[src/rtl/uart_pkg.sv]
// rtl/uart_pkg.sv - shared UART types, parity constants and parity helper
package uart_pkg;

  typedef enum logic [2:0] {
    IDLE,
    START,
    DATA,
    PARITY,
    STOP
  } tx_state_t;

  localparam logic PAR_EVEN = 1'b0;
  localparam logic PAR_ODD  = 1'b1;

  // Zero-extension to 32 bits leaves the XOR reduction unchanged for narrower words.
  function automatic logic parity_bit(input logic [31:0] data, input logic typ);
    return (typ == PAR_ODD) ? ~^data : ^data;
  endfunction

endpackage

[src/rtl/uart_tx_serializer.sv]
// rtl/uart_tx_serializer.sv - byte latch, right-shift register and bit counter for the TX path
module uart_tx_serializer #(
  parameter int DATA_WIDTH = 8
) (
  input  logic                  clk,
  input  logic                  rst,
  input  logic                  load,
  input  logic                  shift,
  input  logic [DATA_WIDTH-1:0] load_data,
  output logic [DATA_WIDTH-1:0] data,
  output logic                  cur_bit,
  output logic                  next_bit,
  output logic                  done
);

  localparam int CW = (DATA_WIDTH > 1) ? $clog2(DATA_WIDTH) : 1;

  logic [DATA_WIDTH-1:0] shift_reg;
  logic [DATA_WIDTH-1:0] shifted;
  logic [CW-1:0]         bit_cnt;

  assign shifted  = shift_reg >> 1;
  assign cur_bit  = shift_reg[0];
  // The output flop is loaded one bit ahead of the shift, so it needs the post-shift LSB.
  assign next_bit = shifted[0];
  assign done     = (bit_cnt == CW'(DATA_WIDTH - 1));

  always_ff @(posedge clk) begin
    if (rst) begin
      shift_reg <= '0;
      data      <= '0;
      bit_cnt   <= '0;
    end else if (load) begin
      shift_reg <= load_data;
      data      <= load_data;
      bit_cnt   <= '0;
    end else if (shift) begin
      shift_reg <= shifted;
      bit_cnt   <= bit_cnt + 1'b1;
    end
  end

endmodule

[src/rtl/uart_tx_frame.sv]
// rtl/uart_tx_frame.sv - UART frame transmitter, one clk per bit, optional parity
module uart_tx_frame
  import uart_pkg::*;
#(
  parameter int DATA_WIDTH = 8
) (
  input  logic                  clk,
  input  logic                  rst,
  input  logic [DATA_WIDTH-1:0] P_DATA,
  input  logic                  Data_Valid,
  input  logic                  Par_En,
  input  logic                  Par_Typ,
  output logic                  TX_OUT,
  output logic                  Busy
);

  tx_state_t             state;
  logic                  par_en_q;
  logic                  par_typ_q;
  logic                  accept;
  logic [DATA_WIDTH-1:0] data_q;
  logic                  cur_bit;
  logic                  next_bit;
  logic                  done;

  assign accept = Data_Valid && !Busy;

  uart_tx_serializer #(.DATA_WIDTH(DATA_WIDTH)) u_ser (
    .clk       (clk),
    .rst       (rst),
    .load      (accept),
    .shift     (state == DATA),
    .load_data (P_DATA),
    .data      (data_q),
    .cur_bit   (cur_bit),
    .next_bit  (next_bit),
    .done      (done)
  );

  // TX_OUT and Busy are assigned alongside each transition so they describe the state being entered.
  always_ff @(posedge clk) begin
    if (rst) begin
      state     <= IDLE;
      TX_OUT    <= 1'b1;
      Busy      <= 1'b0;
      par_en_q  <= 1'b0;
      par_typ_q <= 1'b0;
    end else begin
      case (state)
        IDLE, STOP: begin
          if (accept) begin
            state     <= START;
            TX_OUT    <= 1'b0;
            Busy      <= 1'b1;
            par_en_q  <= Par_En;
            par_typ_q <= Par_Typ;
          end else begin
            state  <= IDLE;
            TX_OUT <= 1'b1;
            Busy   <= 1'b0;
          end
        end
        START: begin
          state  <= DATA;
          TX_OUT <= cur_bit;
          Busy   <= 1'b1;
        end
        DATA: begin
          if (!done) begin
            TX_OUT <= next_bit;
          end else if (par_en_q) begin
            state  <= PARITY;
            TX_OUT <= parity_bit(32'(data_q), par_typ_q);
          end else begin
            state  <= STOP;
            TX_OUT <= 1'b1;
            Busy   <= 1'b0;
          end
        end
        PARITY: begin
          state  <= STOP;
          TX_OUT <= 1'b1;
          Busy   <= 1'b0;
        end
        default: begin
          state  <= IDLE;
          TX_OUT <= 1'b1;
          Busy   <= 1'b0;
        end
      endcase
    end
  end

endmodule

[config.mk]
export PLATFORM = sky130hd
export DESIGN_NAME = uart_tx_frame
export DESIGN_NICKNAME = d
export VERILOG_FILES = /design/src/rtl/uart_pkg.sv /design/src/rtl/uart_tx_serializer.sv /design/src/rtl/uart_tx_frame.sv
export SDC_FILE = /design/constraint.sdc
export NUM_CORES = 1
export LEC_CHECK = 0
export CAP_MARGIN = 0
export CORE_MARGIN = 3
export CORE_UTILIZATION = 53
export DETAILED_ROUTE_END_ITERATION = 8
export PLACE_DENSITY_LB_ADDON = 0.12
export SYNTH_ARGS = -nofsm -noshare
export SYNTH_HDL_FRONTEND = slang
export SYNTH_SLANG_ARGS = --single-unit
[constraint.sdc]
create_clock -name clk -period 2 [get_ports clk]
set_clock_uncertainty 0.1 [all_clocks]
set_input_delay 0.4 -clock clk [delete_from_list [all_inputs] [get_ports clk]]
set_output_delay 0.4 -clock clk [all_outputs]
set_load 0.02 [all_outputs]
==> results of run 1 <==
-- logic make-up after synthesis --
logic type	Yosys count
AND/OR/NAND/NOR	47
flip-flops	26
AO/OA/AOI/OAI	27
XOR/XNOR	7
buffers and inverters	10
adder cells (fa/ha/maj)	2
multiplexers	10
-- cell type report --
cell class,count,area [um^2],area share (%)
multi-input combinational,93,621,44.6
tap,27,33.8,2.43
inverter,2,7.51,0.540
clock buffer,4,36.3,2.61
timing repair buffer,18,173,12.4
sequential,26,520,37.4
-- how the worst max path moves through the flow --
| stage | from | endpoint | cells past startpoint |
|---|---|---|---|
| detailed placement | Data_Valid | TX_OUT | 5 |
| floorplan | Busy | TX_OUT | 4 |
| finish | TX_OUT | TX_OUT | 1 |
| global placement | Data_Valid | TX_OUT | 5 |
| global route | TX_OUT | TX_OUT | 1 |
| CTS | Busy | Busy | 1 |
-- worst min-delay path, delay by kind of cell (launching register included) --
| kind | cells | cell delay, ns |
|---|---|---|
| AO/OA/AOI/OAI | 1 | 0.05 |
| flip-flops | 1 | 0.34 |
| AND/OR/NAND/NOR | 1 | 0.05 |
-- stage by stage --
| step | hold WS (ns) | instances |
|---|---|---|
| after CTS | 0.378 | 170 |
| after global routing | 0.402 | 170 |
| after global placement | 0.356 | 166 |
| after floorplan | 0.348 | 129 |
| final | 0.378 | 170 |
| after detailed placement | 0.360 | 166 |
-- timing repair --
item	CTS	global route
endpoints found under the hold margin	0	0
resized for setup	0	1
setup endpoints to repair	0	1
-- cell usage in the layout, fill, tap and decap left out, types with 2 or more instances in the layout --
cell type,count
nor3_1,6
xor2_1,2
nor2_1,13
dfxtp_1,26
nand2_1,17
clkbuf_4,3
inv_1,2
ha_1,2
a211oi_1,8
mux2i_1,10
o211ai_1,2
clkdlybuf4s50_1,13
a21oi_1,14
xnor2_1,4
buf_4,4
-- power breakdown --
group          switching (mW)  internal (mW)  leakage [nW]
logic                   0.116          0.129         0.301
registers              0.0372          0.562         0.214
clock network           0.151          0.111        0.0210
total                   0.304          0.803         0.535
-- per-layer routing --
metal,share of wire [%],up-vias,routed length [um]
met5,0,-,0
li1,-,476,-
met4,1.5,0,33
met3,3.7,4,81
met1,48,425,1040
met2,47,15,1020
==> summary.md, run 1 <==
| Metric | Value |
|---|---|
| Hold path start | `u_ser.data[7]` |
| Largest net degree at the start of global routing | `26` |
| Hold Path Depth | `2` |
| Status | `finished, final reports clean` |
| Leakage | `0.535 nW` |
| Row cnt | `16` |
| Final Cell Area | `1390 um^2` |
| CP Cell Sequence | `clkdlybuf4s50_1` |
| Type of the tightest min-delay check | `reg -> reg` |
| Vias per cell | `5.41` |
| Synth cell count leaders | `dfxtp_1 (26), nand2_1 (17), a21oi_1 (14), nor2_1 (13), mux2i_1 (10)` |
| Postcts setup bufs | `0` |
| P&R area growth vs syn | `16.2%` |
| Total grt overflow | `0` |
| Setup crit start kind | `register` |
| Synth Area in Compound Gates | `14.3%` |
| Fin crit period | `1.75 ns` |
| Vias in the first global route | `858` |
| RSZ-0062 raised after global routing | `no` |
| Grt met3 use | `2.49%` |
| I/O pin count | `15` |
| Drt wl/cell | `12.8 um` |
| Post-Synth Adder-Cell Area | `2.09%` |
| Via count | `920` |
| Global-route track usage on met2 | `31.2%` |
| Die X | `53.5 um` |
| CP required | `1.50 ns` |
| Number of DRC markers in iteration 0 | `4` |
| Nets | `159` |
| Slew @ Worst Pin | `0.439 ns` |
| Hold EP | `u_ser.data[7]` |
| Reg2Reg Depth | `5` |
| Buffer depth of the longest clock path | `2` |
| Final hold violation count | `0` |
| H-tree depth | `1` |
| Asr flop ratio synth | `0%` |
| Root Buffer | `clkbuf_4` |
| Critical path peak fanout | `1` |
| CTS Sinks | `26` |
| Cell variety after synth | `30` |
| RePlAce Congestion | `0.726` |
| Crit path max-delay family | `buffers and inverters` |
| Final core utilization | `68.1%` |
| Max Slew Vio Count | `0` |
| Critical R2R Capture | `Busy` |
| Synthesis Warnings | `0` |
| Total design power | `1.11 mW` |
| Pwr Density | `795 nW/um^2` |
| Synth Cell Area | `1200 um^2` |
| Initial Utilization | `58.6%` |
| N_diodes | `0` |
| Die Span Y | `53.5 um` |
| Post-Synth XOR/XNOR Area | `6.27%` |
| Synth top area cells | `dfxtp_1 (43%), mux2i_1 (8.4%), a21oi_1 (5.9%), nand2_1 (5.3%), a211oi_1 (5.0%)` |
| R2r setup slk | `0.41 ns` |
| Buf+Inv Stages, Crit Path | `1` |
| Synth top area share | `43.5%` |
| HPWL after DPL | `1540 um` |
| Hold_buf cts | `0` |
| Met1 Usage GRT | `22.3%` |
| Most used DFF post-synth | `dfxtp_1` |
| Setup WS pre-CTS | `0.126 ns` |
| WL final | `2180 um` |
| Number of synthesized flops with an enable pin | `0` |
| Pre-antenna DRT Iters | `3` |
| Top-count cell post-synth | `dfxtp_1` |
| Total track usage | `18.2%` |
| Crit path max-delay cell type | `clkdlybuf4s50_1` |
| Final Setup Violations | `0` |
| Mapped Cells | `129` |
| Worst VDD drop | `574 uV` |
| Worst-Skew Late Latency | `0.32 ns` |
| Syn_area_per_cell | `9.28 um^2` |
| Core area | `2040 um^2` |
| Register area share after synthesis | `43.5%` |
| DIE AREA | `2870 um^2` |
| Worst path max stage delay | `0.59 ns` |
| Crit path kind | `reg -> out` |
| Mux cell area share after synthesis | `8.36%` |
| CTS tree | `built` |
| Fin worst setup slack | `0.252 ns` |
| Count of state elements after synthesis | `26` |
| Layout cells sized above 1 | `9.79%` |
| I/O Buffers | `14` |
| Crit path capture type | `output pin` |
| Max-cap violations | `0` |
| Syn nets | `144` |
| Initial antenna violation count | `0` |
| F_max | `572 MHz` |
| Post-route ant nets | `0` |
| Placed Area | `1350 um^2` |
| Fillers | `193` |
| Worst-path clk slew | `0.13 ns` |
| Cts bufs inserted | `3` |
| DRC violations left | `0` |
| Busiest grt layer | `met2` |
| Cell type with the largest total area after synthesis | `dfxtp_1` |
| RR Startpoint | `u_ser.bit_cnt[0]` |
| First-pass GRT wire length | `3770 um` |
| Slew HR | `70.7%` |
| Largest family of logic cells by synthesized area | `simple AND/OR/NAND/NOR gates` |
| Crit path DAT | `1.25 ns` |
| Setup TNS | `0 ns` |
| Final period utilization | `87.4%` |
| Simple logic cell fraction of the synthesized area | `20.8%` |
(Power assumes the default switching activity.)
==> run 2, diff against run 1 <==
--- a/config.mk
+++ b/config.mk
@@ -9,7 +9,7 @@
 export CORE_MARGIN = 3
 export CORE_UTILIZATION = 53
 export DETAILED_ROUTE_END_ITERATION = 8
-export PLACE_DENSITY_LB_ADDON = 0.12
+export PLACE_DENSITY = 0.76
 export SYNTH_ARGS = -nofsm -noshare
 export SYNTH_HDL_FRONTEND = slang
 export SYNTH_SLANG_ARGS = --single-unit
==> constraint.sdc (replaced) <==
create_clock -name clk -period 1.73 [get_ports clk]
set_clock_uncertainty 0.1 [all_clocks]
set_input_delay 0.346 -clock clk [delete_from_list [all_inputs] [get_ports clk]]
set_output_delay 0.346 -clock clk [all_outputs]
set_load 0.02 [all_outputs]
==> run 2 against run 1 <==
Net effect: flip-flop and latch count unchanged; critical path type is now reg -> reg; highest routed layer unchanged; register-to-register slack got worse by 0.27 ns; global-route usage increased by 0.84 points; routed wire length increased by 3.0%; largest power group unchanged.
==> summary.md, run 2 (synthesis results as in run 1) <==
| Metric | Value |
|---|---|
| Critical path peak fanout | `4 (+3)` |
| Most frequent cells in the layout | `dfxtp_1 (26), nand2_1 (17), a21oi_1 (14)` |
| Largest net degree at the start of global routing | `26 (unchanged)` |
| DRC violations left | `0 (unchanged)` |
| Sequential group share of total power | `54.4% (+0.2 points)` |
| Final Setup Violations | `0 (unchanged)` |
| Number of DRC markers in iteration 0 | `11 (+7)` |
| Setup TNS | `0 ns (unchanged)` |
| Initial Utilization | `58.6% (unchanged)` |
| I/O Buffers | `14 (unchanged)` |
| Crit path capture type | `register` |
| Postcts setup bufs | `0 (unchanged)` |
| RSZ-0062 raised after global routing | `no` |
| Die Span Y | `53.5 um (unchanged)` |
| Placed Area | `1350 um^2 (unchanged)` |
| Total track usage | `19.1% (+0.84 points)` |
| Max-cap violations | `0 (unchanged)` |
| Leakage | `0.528 nW (-1.4%)` |
| Cts bufs inserted | `3 (unchanged)` |
| Final hold violation count | `0 (unchanged)` |
| Slew @ Worst Pin | `0.446 ns (+0.00705 ns)` |
| F_max | `629 MHz` |
| Post-route ant nets | `0 (unchanged)` |
| Core area | `2040 um^2 (unchanged)` |
| Total design power | `1.27 mW (+15%)` |
| Type of the tightest min-delay check | `reg -> reg` |
| Commonest non-fill, non-tap cell in the layout | `dfxtp_1` |
| Worst-Skew Late Latency | `0.31 ns (about the same)` |
| CP required | `1.86 ns (+0.36 ns)` |
| Sw Ratio | `27.4% (-0.068 points)` |
| Total grt overflow | `0 (unchanged)` |
| Clock network power share | `23.6% (about the same)` |
| H-tree depth | `1 (unchanged)` |
| I/O pin count | `15 (unchanged)` |
| First-pass GRT wire length | `3980 um (+5.7%)` |
| HPWL after DPL | `1630 um (+6.1%)` |
| RePlAce Congestion | `0.734 (+1.2%)` |
| Max Slew Vio Count | `0 (unchanged)` |
| Via count | `943 (+2.5%)` |
| CTS tree | `built` |
| Pint | `926 uW (+15%)` |
| Drt wl/cell | `13.2 um (+3.0%)` |
| Buffer depth of the longest clock path | `2 (unchanged)` |
| Pre-antenna DRT Iters | `4 (+1)` |
| Slew HR | `70.2% (-0.47 points)` |
| Hold_buf cts | `0 (unchanged)` |
| Die X | `53.5 um (unchanged)` |
| Root Buffer | `clkbuf_4` |
| Vias per cell | `5.55 (+2.5%)` |
| CTS Sinks | `26 (unchanged)` |
| Crit path kind | `reg -> reg` |
| Worst VDD drop | `616 uV (+7.4%)` |
| Setup crit start kind | `register` |
| Fin crit period | `1.59 ns` |
| CTS resizes | `1 (+1)` |
| Pwr Density | `917 nW/um^2 (+15%)` |
| DIE AREA | `2870 um^2 (unchanged)` |
| Status | `finished, final reports clean` |
| Initial antenna violation count | `0 (unchanged)` |
| Row cnt | `16 (unchanged)` |
| WL final | `2240 um (+3.0%)` |
| Final period utilization | `91.9%` |
| N_diodes | `0 (unchanged)` |
| Psw | `349 uW (+15%)` |
| Worst-path clk slew | `0.13 ns (about the same)` |
| Crit path DAT | `1.72 ns (+0.47 ns)` |
| Nets | `159 (unchanged)` |
| Logic pwr share | `21.9% (-0.3 points)` |
| P&R area growth vs syn | `16.1% (about the same)` |
| Layout cells sized above 1 | `9.79% (unchanged)` |
| Final Cell Area | `1390 um^2 (about the same)` |
| Vias in the first global route | `902 (+5.1%)` |
==> run 2: cell count changes in the layout (fill, tap and decap cells not counted) <==
cell | previous run | this run
clkdlybuf4s50_1 | 13 | 12
dlygate4sd2_1 | 0 | 1
==> run 2: final timing paths <==
kind         depth (start not counted)  slack (ns)       endpoint             start
min reg2reg                          2        0.38  u_ser.data[2]     u_ser.data[2]
max                                  5        0.14           Busy  u_ser.bit_cnt[0]
max reg2reg                          5        0.14           Busy  u_ser.bit_cnt[0]
min                                  2        0.38  u_ser.data[2]     u_ser.data[2]
==> run 2: power by group through the flow <==
stage | Combinational (mW) | Sequential (mW) | Clock (mW)
floorplan | 0.204 | 0.702 | 0
global placement | 0.277 | 0.706 | 0
detailed placement | 0.284 | 0.707 | 0
CTS | 0.283 | 0.695 | 0.306
global route | 0.312 | 0.703 | 0.336
finish | 0.280 | 0.694 | 0.301
==> run 2: final cells by class <==
| type | instances | area (um^2) |
|---|---|---|
| clock buffer | 4 | 36.3 |
| sequential | 26 | 520 |
| timing repair buffer | 18 | 171 |
| tap | 27 | 33.8 |
| multi-input combinational | 93 | 621 |
| fill | 180 | 652 |
| inverter | 2 | 7.51 |
==> run 2: stage by stage <==
stage / hold slack (ns) / utilization [%] / setup slack (ns) / std cells
finish: 0.380 / 68.1 / 0.141 / 170
detailed placement: 0.362 / 66.2 / -0.100 / 166
global placement: 0.358 / 66.2 / -0.0524 / 166
global route: 0.403 / 68.1 / 0.00330 / 170
floorplan: 0.348 / - / 0.236 / 129
CTS: 0.379 / 68.0 / 0.0309 / 170
==> run 2: per-layer routing <==
layer | share of wire [%] | wire (um) | up-vias | GRT usage, %
li1 | - | - | 474 | -
met1 | 44 | 997 | 444 | 23.2
met2 | 49 | 1100 | 21 | 31.6
met3 | 5.3 | 119 | 4 | 4.16
met4 | 0.89 | 20 | 0 | 9.36
met5 | 0 | 0 | - | 0
==> run 2: worst max-delay path, stage by stage, from the launching register on <==
cell and delay, ns:
dfxtp_1 0.35, ha_1 0.20, ha_1 0.23, a211oi_1 0.26, o21bai_1 0.12, a221oi_1 0.25
==> run 3, diff against run 2 <==
--- a/config.mk
+++ b/config.mk
@@ -6,10 +6,12 @@
 export NUM_CORES = 1
 export LEC_CHECK = 0
 export CAP_MARGIN = 0
+export CORE_ASPECT_RATIO = 2
 export CORE_MARGIN = 3
-export CORE_UTILIZATION = 53
+export CORE_UTILIZATION = 43
+export CTS_CLUSTER_SIZE = 14
 export DETAILED_ROUTE_END_ITERATION = 8
-export PLACE_DENSITY = 0.76
+export PLACE_DENSITY = 0.63
 export SYNTH_ARGS = -nofsm -noshare
 export SYNTH_HDL_FRONTEND = slang
 export SYNTH_SLANG_ARGS = --single-unit
==> run 3 against run 2 <==
Net effect: final area increased by 0.63%; core utilization shrank 14 points; sequential power is essentially flat; die area rose by 22%; worst hold slack worse by 0.0092 ns; final cell count is the same; critical endpoint is now TX_OUT; setup slack worse by 0.033 ns; clock power rose by 6%.
==> summary.md, run 3 (synthesis results as in run 1) <==
| Metric | Value |
|---|---|
| Status | `finished, final reports clean` |
| Type of the tightest min-delay check | `reg -> reg` |
| Final hold violation count | `0 (unchanged)` |
| Initial Utilization | `46.0% (-13 points)` |
| I/O Buffers | `14 (unchanged)` |
| Nets | `159 (unchanged)` |
| DRC violations left | `0 (unchanged)` |
| Worst VDD drop | `504 uV (-18%)` |
| Max-cap violations | `0 (unchanged)` |
| RePlAce Congestion | `0.871 (+19%)` |
| Final core utilization | `53.8% (-14 points)` |
| Crit path max-delay family | `buffers and inverters` |
| Drt wl/cell | `14.1 um (+7.3%)` |
| Total grt overflow | `0 (unchanged)` |
| Initial antenna violation count | `0 (unchanged)` |
| Worst path max stage delay | `0.60 ns (+0.25 ns)` |
| Fin worst setup slack | `0.108 ns (-0.0326 ns)` |
| Placed Area | `1350 um^2 (about the same)` |
| Placed Cells | `167 (+0.60%)` |
| CTS Sinks | `26 (unchanged)` |
| Post-route ant nets | `0 (unchanged)` |
| Vias in the first global route | `944 (+4.7%)` |
| Die Span Y | `80.6 um (+51%)` |
| DIE AREA | `3490 um^2 (+22%)` |
| Max Slew Vio Count | `0 (unchanged)` |
| N_diodes | `0 (unchanged)` |
| H-tree depth | `1 (unchanged)` |
| Number of DRC markers in iteration 0 | `11 (unchanged)` |
| Core area | `2600 um^2 (+27%)` |
| CP required | `1.28 ns (-0.58 ns)` |
| Hold_buf cts | `0 (unchanged)` |
| Crit path DAT | `1.18 ns (-0.54 ns)` |
| HPWL after DPL | `1860 um (+14%)` |
| Postcts setup bufs | `0 (unchanged)` |
| I/O pin count | `15 (unchanged)` |
| P&R area growth vs syn | `16.8%` |
| Root Buffer | `clkbuf_8` |
| WL final | `2400 um (+7.3%)` |
| Pwr Density | `926 nW/um^2 (+0.99%)` |
| First-pass GRT wire length | `4200 um (+5.6%)` |
| F_max | `616 MHz (-2.0%)` |
| Row cnt | `26 (+10)` |
| Leakage | `0.526 nW (-0.34%)` |
| Largest net degree at the start of global routing | `26 (unchanged)` |
| Buf+Inv Stages, Crit Path | `1 (+1)` |
| Final std cells w/o fill | `170 (unchanged)` |
| Fin crit period | `1.62 ns (+0.0326 ns)` |
| Critical path peak fanout | `1 (-3)` |
| Slew @ Worst Pin | `0.509 ns (+0.0634 ns)` |
| Setup TNS | `0 ns (unchanged)` |
| Final period utilization | `93.8% (+1.9 points)` |
| RSZ-0062 raised after global routing | `no` |
| Final Cell Area | `1400 um^2 (+0.63%)` |
| Die X | `43.3 um (-19%)` |
| Crit path kind | `reg -> out` |
| CP Cell Sequence | `clkdlybuf4s50_1` |
| CTS tree | `built` |
| Commonest non-fill, non-tap cell in the layout | `dfxtp_1` |
| Layout cells sized above 1 | `9.86% (+0.069 points)` |
| Via count | `921 (-2.3%)` |
| Slew HR | `66.0% (-4.2 points)` |
| Pre-antenna DRT Iters | `2 (-2)` |
| Vias per cell | `5.42 (-2.3%)` |
| Crit path capture type | `output pin` |
| Worst-path clk slew | `0.08 ns (-0.05 ns)` |
| Setup crit start kind | `register` |
| Final Setup Violations | `0 (unchanged)` |
| Setup WS pre-CTS | `-0.113 ns (-0.0132 ns)` |
| Buffer depth of the longest clock path | `2 (unchanged)` |
| Most frequent cells in the layout | `dfxtp_1 (26), nand2_1 (17), a21oi_1 (14)` |
| Total track usage | `15.8% (-3.3 points)` |
| Crit path max-delay cell type | `clkdlybuf4s50_1` |
| Cts bufs inserted | `3 (unchanged)` |
| Worst-Skew Late Latency | `0.26 ns (-0.05 ns)` |
==> run 3: report_power, final <==
part / switching (mW) / internal, mW
Sequential: 0.0453 / 0.649
Combinational: 0.134 / 0.148
Clock: 0.163 / 0.155
Total: 0.342 / 0.953
==> run 3: through the flow <==
stage	hold slack (ns)	total power [mW]
floorplan	0.348	0.906
global placement	0.358	0.987
detailed placement	0.359	0.995
CTS	0.372	1.32
global route	0.384	1.37
finish	0.371	1.30
==> run 3: layout make-up <==
class                      instances  area [um^2]
sequential                        26          520
clock buffer                       3         41.3
multi-input combinational         93          626
inverter                           2         7.51
tap                               28         35.0
timing repair buffer              18          169
fill                             263         1200
==> run 3: worst register-to-register path: stages (launching register included) <==
cell,delay (ns)
dfxtp_1,0.55
nand2b_4,0.12
nor2_4,0.34
mux2i_1,0.14
a211oi_1,0.24
==> run 3: final timing paths <==
| kind | start | end | slack (ns) | cells after the start |
|---|---|---|---|---|
| setup / recovery | TX_OUT | TX_OUT | 0.11 | 1 |
| hold / removal | u_ser.data[2] | u_ser.data[2] | 0.37 | 2 |
| setup reg to reg | state[1] | u_ser.shift_reg[5] | 0.16 | 4 |
| hold reg to reg | u_ser.data[2] | u_ser.data[2] | 0.37 | 2 |
==> run 3: what timing repair did <==
action,in CTS,in global routing
endpoints found under the setup margin,1,1
gates resized for setup,1,1
pin swaps,0,0
hold endpoints to repair,0,0
==> run 3: per-layer routing <==
layer | vias to the layer above | track usage (%) | share of wire, %
li1 | 476 | - | -
met1 | 432 | 17.2 | 41
met2 | 11 | 29.1 | 56
met3 | 2 | 2.02 | 2.3
met4 | 0 | 6.65 | 0.87
met5 | - | 0 | 0
